==> config.mk <==
export PLATFORM = sky130hd
export DESIGN_NAME = spi_cfg_sequencer
export DESIGN_NICKNAME = d
export VERILOG_FILES = /design/src/rtl/spi_seq_pkg.sv /design/src/rtl/spi_seq_dly_cnt.sv /design/src/rtl/spi_cfg_sequencer.sv
export SDC_FILE = /design/constraint.sdc
export NUM_CORES = 1
export LEC_CHECK = 0
export CAP_MARGIN = 20
export CORE_MARGIN = 2
export CORE_UTILIZATION = 30
export DETAILED_ROUTE_END_ITERATION = 10
export PLACE_DENSITY_LB_ADDON = 0.15
export SYNTH_ARGS = -nofsm -noshare
export SYNTH_HDL_FRONTEND = slang
export SYNTH_HIERARCHICAL = 1
export SYNTH_SLANG_ARGS = --single-unit
==> constraint.sdc <==
create_clock -name clock -period 3.45 [get_ports clock]
set_clock_uncertainty 0.2 [all_clocks]
set_input_delay 0.69 -clock clock [delete_from_list [all_inputs] [get_ports clock]]
set_output_delay 0.69 -clock clock [all_outputs]
set_load 0.02 [all_outputs]
==> src/rtl/spi_seq_pkg.sv <==
// Shared state encoding and counter width for the SPI configuration sequencer.
// No logic, no latency, no backpressure: types and constants only.
package spi_seq_pkg;

   localparam int CNT_W = 16;

   typedef enum logic [2:0] {
      IDLE,
      REQ,
      WAIT,
      GAP,
      SETTLE,
      DONE,
      ERR
   } seq_state_t;

endpackage

==> src/rtl/spi_seq_dly_cnt.sv <==
// Loadable down-counter; done is high while the count sits at 1 (last cycle of a delay).
// Load takes priority over decrement; counting stops at zero, so it never wraps.
import spi_seq_pkg::*;

module spi_seq_dly_cnt #(
   parameter int W = CNT_W
) (
   input  logic         clock,
   input  logic         reset,
   input  logic         load,
   input  logic [W-1:0] load_val,
   input  logic         dec,
   output logic         done
);

   logic [W-1:0] cnt;

   always_ff @(posedge clock) begin
      if (reset) begin
         cnt <= '0;
      end else if (load) begin
         cnt <= load_val;
      end else if (dec && (cnt != '0)) begin
         cnt <= cnt - W'(1);
      end
   end

   assign done = (cnt == W'(1));

endmodule

==> src/rtl/spi_cfg_sequencer.sv <==
// Walks config ROM 0..NUM_WORDS-1, one word_req per word, GAP_CYCLES+1 clk word_done->word_req, then settles and raises data_end.
// Paced entirely by word_done from the shifter; SPI_SEQ_TIMEOUT_EN adds a watchdog that parks in ERR if word_done never comes.
import spi_seq_pkg::*;

module spi_cfg_sequencer #(
   parameter int   NUM_WORDS     = 65,
   parameter int   ADDR_W        = 7,
   parameter int   GAP_CYCLES    = 0,
   parameter int   SETTLE_CYCLES = 7,
   parameter logic CS_PARK       = 1'b0,
   parameter int   TIMEOUT_CYC   = 1024
) (
   input  logic              clock,
   input  logic              reset,
   input  logic              start,
   input  logic              word_done,
   input  logic              cs_spi,
   output logic [ADDR_W-1:0] data_addr,
   output logic              word_req,
   output logic              cs_ad,
   output logic              busy,
   output logic              data_end,
   output logic              seq_error
);

   if (NUM_WORDS < 1) begin : g_bad_num_words
      $error("spi_cfg_sequencer: NUM_WORDS must be at least 1");
   end
   if ((1 << ADDR_W) < NUM_WORDS) begin : g_bad_addr_w
      $error("spi_cfg_sequencer: ADDR_W too narrow for NUM_WORDS");
   end
   if ((GAP_CYCLES < 0) || (GAP_CYCLES >= (1 << CNT_W))) begin : g_bad_gap
      $error("spi_cfg_sequencer: GAP_CYCLES out of counter range");
   end
   if ((SETTLE_CYCLES < 0) || (SETTLE_CYCLES >= (1 << CNT_W))) begin : g_bad_settle
      $error("spi_cfg_sequencer: SETTLE_CYCLES out of counter range");
   end
   if ((TIMEOUT_CYC < 1) || (TIMEOUT_CYC >= (1 << CNT_W))) begin : g_bad_timeout
      $error("spi_cfg_sequencer: TIMEOUT_CYC out of counter range");
   end

   localparam logic [ADDR_W-1:0] LAST_ADDR = ADDR_W'(NUM_WORDS - 1);

   seq_state_t        state, state_nxt;
   logic [ADDR_W-1:0] addr_nxt;
   logic              cnt_load, cnt_dec, cnt_done;
   logic [CNT_W-1:0]  cnt_val;

   // GAP, SETTLE and the WAIT watchdog never overlap, so one counter serves all three.
   spi_seq_dly_cnt #(.W(CNT_W)) u_dly_cnt (
      .clock    (clock),
      .reset    (reset),
      .load     (cnt_load),
      .load_val (cnt_val),
      .dec      (cnt_dec),
      .done     (cnt_done)
   );

   assign cnt_dec = (state == WAIT) || (state == GAP) || (state == SETTLE);

   always_comb begin
      state_nxt = state;
      addr_nxt  = data_addr;
      cnt_load  = 1'b0;
      cnt_val   = '0;
      case (state)
         IDLE, DONE, ERR: begin
            if (start) begin
               addr_nxt  = '0;
               state_nxt = REQ;
            end
         end
         REQ: begin
            state_nxt = WAIT;
`ifdef SPI_SEQ_TIMEOUT_EN
            cnt_load  = 1'b1;
            cnt_val   = CNT_W'(TIMEOUT_CYC);
`endif
         end
         WAIT: begin
            if (word_done) begin
               if (data_addr == LAST_ADDR) begin
                  if (SETTLE_CYCLES == 0) begin
                     state_nxt = DONE;
                  end else begin
                     state_nxt = SETTLE;
                     cnt_load  = 1'b1;
                     cnt_val   = CNT_W'(SETTLE_CYCLES);
                  end
               end else begin
                  addr_nxt = data_addr + ADDR_W'(1);
                  if (GAP_CYCLES == 0) begin
                     state_nxt = REQ;
                  end else begin
                     state_nxt = GAP;
                     cnt_load  = 1'b1;
                     cnt_val   = CNT_W'(GAP_CYCLES);
                  end
               end
`ifdef SPI_SEQ_TIMEOUT_EN
            end else if (cnt_done) begin
               state_nxt = ERR;
`endif
            end
         end
         GAP: begin
            if (cnt_done) state_nxt = REQ;
         end
         SETTLE: begin
            if (cnt_done) state_nxt = DONE;
         end
         default: state_nxt = IDLE;
      endcase
   end

   // Outputs are registered from the next state so they line up with the state they describe.
   always_ff @(posedge clock) begin
      if (reset) begin
         state     <= IDLE;
         data_addr <= '0;
         word_req  <= 1'b0;
         cs_ad     <= CS_PARK;
         busy      <= 1'b0;
         data_end  <= 1'b0;
      end else begin
         state     <= state_nxt;
         data_addr <= addr_nxt;
         word_req  <= (state_nxt == REQ);
         cs_ad     <= (state_nxt == WAIT) ? cs_spi : CS_PARK;
         busy      <= (state_nxt == REQ) || (state_nxt == WAIT) ||
                      (state_nxt == GAP) || (state_nxt == SETTLE);
         data_end  <= (state_nxt == DONE);
      end
   end

`ifdef SPI_SEQ_TIMEOUT_EN
   always_ff @(posedge clock) begin
      if (reset) begin
         seq_error <= 1'b0;
      end else begin
         seq_error <= (state_nxt == ERR);
      end
   end
`else
   assign seq_error = 1'b0;
`endif

endmodule

# After elaboration in Yosys (flattened, before gate mapping)
# Cells that the tools add are included.
# Widths: inputs -> output; s select.
# totals
register_bits	30
inputBits	5
output_inout_bits	12
elab_cells	57
# classes
addsub	2
n_eq_ne	16
mux	18
bitwise_logic	1
n_reduce_logical	13
# ops
cell	n
$mux 16	2
$mux 3	8
$mux 7	3
$eq 16x1->1 const B	1
$reduce_bool 16->1	1
$sub 16x1->16 const B	1
$eq 3x3->1 const B	5
$pmux 3 s5	1
$pmux 7 s2	1
$eq 3x2->1 const B	4
$add 7x1->7 const B	1
$eq 7x7->1 const B	1
$eq 3x1->1 const B	2
$ne 2x2->1 const B	3
$logic_or 1x1->1	5
$reduce_and 4->1	1
$reduce_bool 2->1	2
$logic_not 3->1	1
$mux 1	3
$reduce_or 3->1	1
$reduce_or 2->1	1
$logic_and 1x1->1	1
$not 1->1	1

# Depth between registers and ports, before layout
# Gate-level depths: netlist of the first run.
# depth
word_depth	8
depth_mapped	9
mapped_depth_nobuf	9

# Modules after synthesis
# The synthesis of the first run kept the hierarchy.
# modules_own_cells
mod	instances	cells_per_inst	area_each_um2	seq_area_each_um2
spi_seq_dly_cnt	1	124	1019.7	320.3
spi_cfg_sequencer	1	92	802.0	280.3

# Worst setup path before layout of the first run
# OpenSTA, ideal clock, no wires.
# synth_path
kind	flip-flop to flip-flop
start	register state[1]
end	register u_dly_cnt.cnt[14]
setup_ps	91
t_arrival_ps	2549
t_required_ps	3159
slack_ps	610
stages_incl_launch_ff	9
n_path_buf	2
synth_period_minus_slack_ps	2840
path_cell_list	dfxtp_1 -> buf_2 -> inv_1 -> o21ai_0 -> buf_2 -> or4bb_1 -> or4b_4 -> or4_1 -> a311oi_1
# synth_via
elab_chain_cells	5
word_cells_on_any_way	9
classes_between	3 x eq/ne; 2 x mux; 4 x reduce/logical
# synth_rtl
item	line	rtl
start: declaration	spi_cfg_sequencer.sv:44	seq_state_t state, state_nxt;
start signal: assignment	spi_cfg_sequencer.sv:126	state <= state_nxt;
$eq 3x2->1	spi_cfg_sequencer.sv:59	assign cnt_dec = (state == WAIT) || (state == GAP) || (state == SETTLE);
$logic_or 1x1->1	spi_cfg_sequencer.sv:59	
$logic_or 1x1->1 *	spi_cfg_sequencer.sv:59	
net cnt_dec	spi_cfg_sequencer.sv:46	logic cnt_load, cnt_dec, cnt_done;
$logic_and 1x1->1 *	spi_seq_dly_cnt.sv:23	end else if (dec && (cnt != '0)) begin
$reduce_bool 2->1 (no line) *	-	
end signal: assignment	spi_seq_dly_cnt.sv:22	cnt <= load_val;
end signal: assignment	spi_seq_dly_cnt.sv:24	cnt <= cnt - W'(1);
end: declaration	spi_seq_dly_cnt.sv:16	logic [W-1:0] cnt;
# Mark *: on every way through the listed nets, which the timed path passes. The rest lies on a longest branch.
# A chain may end at the register's enable or synchronous reset.

# Worst setup path after layout of the first run
# Same ends and word-level chain as after synthesis.

==> metrics list, run 1 <==
- Worst slew pin tran: roughly 0.8 ns
- Detailed Route Iter0 Violations: 52
- Pin count of the biggest net entering global routing: 24
- Class of the tightest hold or removal check: reg -> reg
- Top-level I/O count: 17
- First-pass GRT wire length: approximately 7000 µm
- The die covers about 6700 µm².
- HPWL reported at the end of detailed placement: between 2000 and 3000 µm
* Post-placement setup slack: around 0.46 ns
- The analysis attributes to cell leakage a power of ~0.00076 µW.
* Drt via density: roughly 5.2
- Summing all placed instances gives a cell area of 2100 µm².
- Initial antenna violation count: 0
* # hold bufs at CTS: 0
- Count of pins over their slew limit: 0
- The floorplan step set the die width to a little over 80 µm.
- nor2_1 is the most common cell in the netlist.
* Number of global-route vias before repair: 1,527
- EDFF count, synth: 0
* Count of nets left with antenna violations after detail routing: 0
* Detailed Routing Iterations Pass 1: 4
* Count of clock tree sinks: 30
* TritonCTS clock tree: yes
* Prevailing post-synth register cell: dfxtp_1
- Summing every instance area after synthesis gives roughly 1800 µm².
* Syn Area/Cell: around 8.4 µm²
* GR Util All Layers: a little over an eighth
- The final-report hold violation count was 0.
- Syn. warnings: 6
- Number of register bits inferred by synthesis: 30
- For this run, the share of the core covered by cells in the final layout is 37.6%.
* Number of buffers created by CTS: 5
- After clock tree synthesis, the repair step resized 0 gates.
- Clock-pin slew was measured on the worst setup and hold paths at ~0.07 ns.
- Later-pin clock latency in the skew report: approximately 0.28 ns
* Sum of negative setup slack: 0 ns
* Crit path capture type: register
- Smallest setup slack after layout: about 0.45 ns
- Number of buffers on the longest clock path: 2
- Upper clock frequency limit: 0.333 GHz
* Leading post-synthesis cells by instance count: nor2_1 (33), dfxtp_1 (30), inv_1 (13)
* Maximum level of the CTS H-tree: 2
- Global routing consumed, on the met3 layer, just over 3% of the routing resources.
- Area fraction of the dominant cell type after synthesis: 33.0%
- Grt peak-use layer: met2
- The layout has 610 filler cells.
- Classification of the worst setup path: reg -> reg
* Total of max-cap violations: 0
- The worst setup path is launched from a register.
* Unique masters post-synth: 63
- The number of setup buffers added after CTS is 0.
* Critical path data arrival time: 2.99 ns
* Chip Height: around 80 µm
- The worst path in the final design needs a cycle of 3.00 ns, including I/O delays and setup.
* Grt met2 use: 22.8%
* Unrepaired setup endpoints after global routing: no
- IR analysis of the VDD net gives a maximum drop of 0.000399 V.
- Area of the core: between 5000 and 6000 µm²
- In this run the power density over the cells is roughly 620 nW/µm².
* Starting density of the core: approximately 31%
- After layout, the worst path uses between 80% and 90% of the clock period.
- Dividing the detail-routed wire length by the instance count gives between 10 and 15 µm.
- Synthesis produced between 200 and 250 cells.
* N_diodes: 0
* Post-route cell area: around 2200 µm²
* Sequential area share after synthesis: 33.0%
- GRT met1 Usage: approximately 17%
- Global routing finished with a remaining overflow of 0.
* Fraction of final layout cells sized beyond drive strength 1: ~11%
- Total wirelength of the detailed-routed design: 4090 µm
* Ranking of synthesized cells by area: dfxtp_1 (33%), nor2_1 (6.8%), a311oi_1 (3.8%)
- Weighted congestion reported at the end of routability-driven placement: around 0.79
- The count of buffers added on input and output ports is 15.
* Final count of negative-setup-slack endpoints: 0
- Maximum fanout encountered on the critical timing path: 12
- Counting flops with an async set or reset pin after synthesis yields a share of 0%.
- The largest total area in the synthesized netlist belongs to dfxtp_1.
- The final route contains ~1,700 vias.
- Placement Rows: 28
* Area added between synthesis and finish: 21.5%
- In the routed design, unresolved DRC markers number 0.
- Rel. slew slack: 47.3%
* CTS Root Cell: clkbuf_8
- The run finished with clean final reports.
* # nets final: between 200 and 300
- CP Data Required Time: 3.43 ns
[report_power, final]
| group | switching [µW] | internal [µW] | leakage [µW] | total, µW |
|---|---|---|---|---|
| Combinational | 337 | 221 | 0.000456 | 558 |
| Sequential | 58.7 | 389 | 0.000243 | 447 |
| Clock | 137 | 231 | 0.0000573 | 368 |
[cell usage in the layout (no fill, tap or decap), types with 5 or more instances in the layout]
cell,netlist,final
nor3_1,7,7
a311oi_1,8,8
inv_1,13,13
nor2_1,33,33
clkbuf_8,0,6
dfxtp_1,30,30
a21oi_1,11,11
clkdlybuf4s50_1,0,15
nand2_1,12,12
nand4_1,6,6
conb_1,1,14
a211oi_1,5,5
xnor2_1,5,5
[through the flow]
step	hold slack (ns)	std cells	power [µW]
after floorplan	0.298	229	856
after global placement	0.337	313	1010
after detailed placement	0.330	313	1010
after CTS	0.344	320	1390
after global routing	0.373	320	1970
final	0.341	320	1370
[metal layers]
layer / up-vias / wire length, µm / share of wire, %
li1: 850 / - / -
met5: - / 0 / 0
met4: 0 / 46 / 1.1
met1: 773 / 2000 / 49
met2: 28 / 1870 / 46
met3: 5 / 176 / 4.3
[path summary, 6_finish.rpt]
path | startpoint | end | slack, ns | cells after the start
max | state[1] | u_dly_cnt/cnt[14] | 0.45 | 6
min | data_addr[1] | data_addr[1] | 0.34 | 2
max reg2reg | state[1] | u_dly_cnt/cnt[14] | 0.45 | 6
min reg2reg | data_addr[1] | data_addr[1] | 0.34 | 2
[state kept, by name, summed over array words and instances (netlist names)]
name / flops
u_dly_cnt/cnt: 16
data_end: 1
data_addr: 7
cs_ad: 1
state: 3
busy: 1
word_req: 1
[worst max-delay path, cell delays in order (launching register included)]
cell	delay, ns
dfxtp_1	0.55
inv_1	0.16
o21ai_0	0.23
or4bb_1	0.52
or4b_4	0.57
or4_1	0.41
a311oi_1	0.26
[logic make-up (layout without fill, tap and decap cells)]
| kind of cell | count (synthesis) | after routing | synth area share [%] |
|---|---|---|---|
| AOI/OAI and AO/OA | 49 | 49 | 20.1 |
| xor gates and xnor gates | 8 | 8 | 3.85 |
| adders and majority gates | 4 | 4 | 2.75 |
| buffers and inverters | 23 | 39 | 5.56 |
| DFF | 30 | 30 | 33.0 |
| muxes | 4 | 4 | 2.27 |
| other | 1 | 14 | 0.206 |
| and+or+nand+nor | 97 | 97 | 32.3 |
[final cells by class]
type                            count  area, µm²  share of cell area, %
Clock buffer                        6       82.6                   3.73
Timing Repair Buffer               19        180                   8.14
Sequential cell                    30        601                   27.1
Clock inverter                      1       30.0                   1.36
Inverter                           13       48.8                   2.20
Tap cell                           75       93.8                   4.24
Multi-Input combinational cell    176       1180                   53.2
(Power assumes the default switching activity.)
==> inputs of run 2 (changes only) <==
CAP_MARGIN = 10   (was 20)
PLACE_DENSITY = 0.46   (was default)
PLACE_DENSITY_LB_ADDON = default   (was 0.15)
==> metrics list, run 2 (same netlist as run 1, synthesis figures left out) <==
- For this run, design rule violations remaining after detail routing come to 0.
* Number of buffers created by CTS: 5
- STA classifies the critical path startpoint as a register.
- Setup repair after global routing left no endpoint under its margin.
* R2R setup slack: roughly 0.43 ns
- Die area: 6710 µm²
- Overall power: roughly 1600 µW
- The number of antenna violations at the first check in global routing was 0.
- Die width: ~80 µm
* Wire length per cell after detailed routing: around 13 µm
* Count of pins over their slew limit: 0
* Area added between synthesis and finish: 20.5%
* Buffer count from post-CTS setup fixing: 0
* Count of input and output buffers: 15
- Count of clock tree sinks: 30
* Starting density of the core: a little over 30%
* Count of nets left with antenna violations after detail routing: 0
- Critical Path, Cell by Cell: inv_1, o21ai_0, or4bb_1, or4b_4, or4_1, a311oi_1
- Total wirelength of the detailed-routed design: approximately 4100 µm
- Top-level I/O count: 17
- Post-cts repair resize count: 0
* Chip Height: approximately 80 µm
- In this run the deepest clock path goes through 2 buffers.
- Weighted congestion reported at the end of routability-driven placement: 0.792
- The run finished with clean final reports.
- Registers with the most flip-flops: u_dly_cnt/cnt x16, data_addr x7, state x3
* WP buf/inv: 1
- Once detailed placement completed, the half-perimeter wirelength came to around 2900 µm.
* Total of max-cap violations: 0
- Dividing the detail-routed via count by the number of cells gives about 5.
* CTS Root Cell: clkbuf_8
* Fraction of final layout cells sized beyond drive strength 1: 11.7%
- Crit path capture type: register
- The via count of the first global-routing pass was between 1,500 and 2,000.
* Max FFs per register: 16
- Rel. slew slack: a little over half
- At the worst endpoint, the required time is about 3.4 ns.
- Worst slew pin tran: between 0.7 and 0.8 ns
- Along the worst path, the maximum fanout reaches 12.
- The floorplan has 28 rows.
* TritonCTS clock tree: yes
- Sum of negative setup slack: 0 ns
- Clock slew seen by the registers of the worst setup and hold paths: approximately 0.070 ns
* Overall overflow remaining after global route: 0
- The critical path starts at state[1].
- In this run, the number of DRC markers left after iteration 0 of detailed routing was 58.
- Most used cells in the layout excluding fill and tap cells: nor2_1 (33), dfxtp_1 (30), clkdlybuf4s50_1 (15)
* Origin of the worst min-delay path: data_addr[1]
- DR vias: around 1,600
- 0 antenna diodes ended up in the layout.
* Power density normalized to cell area: approximately 730 nW/µm²
- Detailed Routing Iterations Pass 1: 4
* Leakage power: ~0.00075 µW
- The region available for standard cell placement spans a little under 6000 µm².
- The worst path needs about 3 ns of the cycle, external delays included.
- The cell family contributing the most delay on the critical path is simple AND/OR/NAND/NOR gates.
* # nets final: between 200 and 300
- Upper clock frequency limit: 0.331 GHz
- GR Util All Layers: between 10% and 20%
- On the critical path, the stage with the largest delay is an instance of or4b_4.
- Across the VDD grid, the largest voltage drop is 0.000487 V.
- The library cell used most frequently in the layout, excluding fill and tap cells, is nor2_1.
* Pin count of the biggest net entering global routing: 27
* # hold bufs at CTS: 0
- The worst setup path is of the reg -> reg kind.
- Counting flops per register, the top entry is u_dly_cnt/cnt.
* First-pass GRT wire length: about 7000 µm
* Final count of negative-setup-slack endpoints: 0
- Final period util: between 80% and 90%
- Class of the tightest hold or removal check: reg -> reg
- The final-report hold violation count was 0.
* Critical path data arrival time: approximately 3 ns
* Delay of the slowest critical-path stage: about 0.56 ns
- Reg2Reg Launch Point: state[1]
- Maximum level of the CTS H-tree: 2
- Later-pin clock latency in the skew report: approximately 0.28 ns
-- run 2: changes by cell type in the layout (fill, tap and decap cells not counted) --
| cell | change |
|---|---|
| buf_4 | +2 |
| clkinv_2 | +2 |
| bufinv_16 | -1 |
| clkbuf_8 | -1 |
-- run 2: final timing paths --
kind	endpoint	cells after the start
setup / recovery	u_dly_cnt/cnt[14]	6
hold / removal	data_addr[1]	2
setup reg to reg	u_dly_cnt/cnt[14]	6
hold reg to reg	data_addr[1]	2
-- run 2: layout make-up --
type	count	area (µm²)
clock buffers	5	68.8
clock inverters	2	10.0
fillers	625	3690
inverters	13	48.8
multi-input cells	176	1180
flip-flops and latches	30	601
well taps	75	93.8
repair buffers	21	195
-- run 2: metrics by stage --
step	hold WS [ns]	area [µm²]	cells	setup slack, ns	utilization (%)
global placement	0.335	2120	315	0.564	35.9
floorplan	0.298	1870	229	0.610	-
detailed placement	0.334	2120	315	0.498	35.9
CTS	0.343	2190	322	0.448	37.3
global route	0.364	2190	322	0.265	37.3
finish	0.341	2190	322	0.431	37.3
-- run 2: report_power, final --
part | total (µW) | switching (µW) | internal [µW]
clock network | 270 | 135 | 135
logic | 847 | 508 | 340
registers | 494 | 82.2 | 412
-- run 2: worst register-to-register path, stage by stage, from the launching register on --
cell,delay [ns]
dfxtp_1,0.55
inv_1,0.17
o21ai_0,0.26
or4bb_1,0.52
or4b_4,0.56
or4_1,0.40
a311oi_1,0.28
-- run 2: per-layer routing --
metal / global-route usage (%) / wire length, µm / vias to the layer above
met5: 0 / 0 / -
met1: 17.1 / 2080 / 740
met3: 4.07 / 137 / 5
met4: 5.50 / 72 / 0
met2: 22.2 / 1800 / 20
li1: - / - / 850
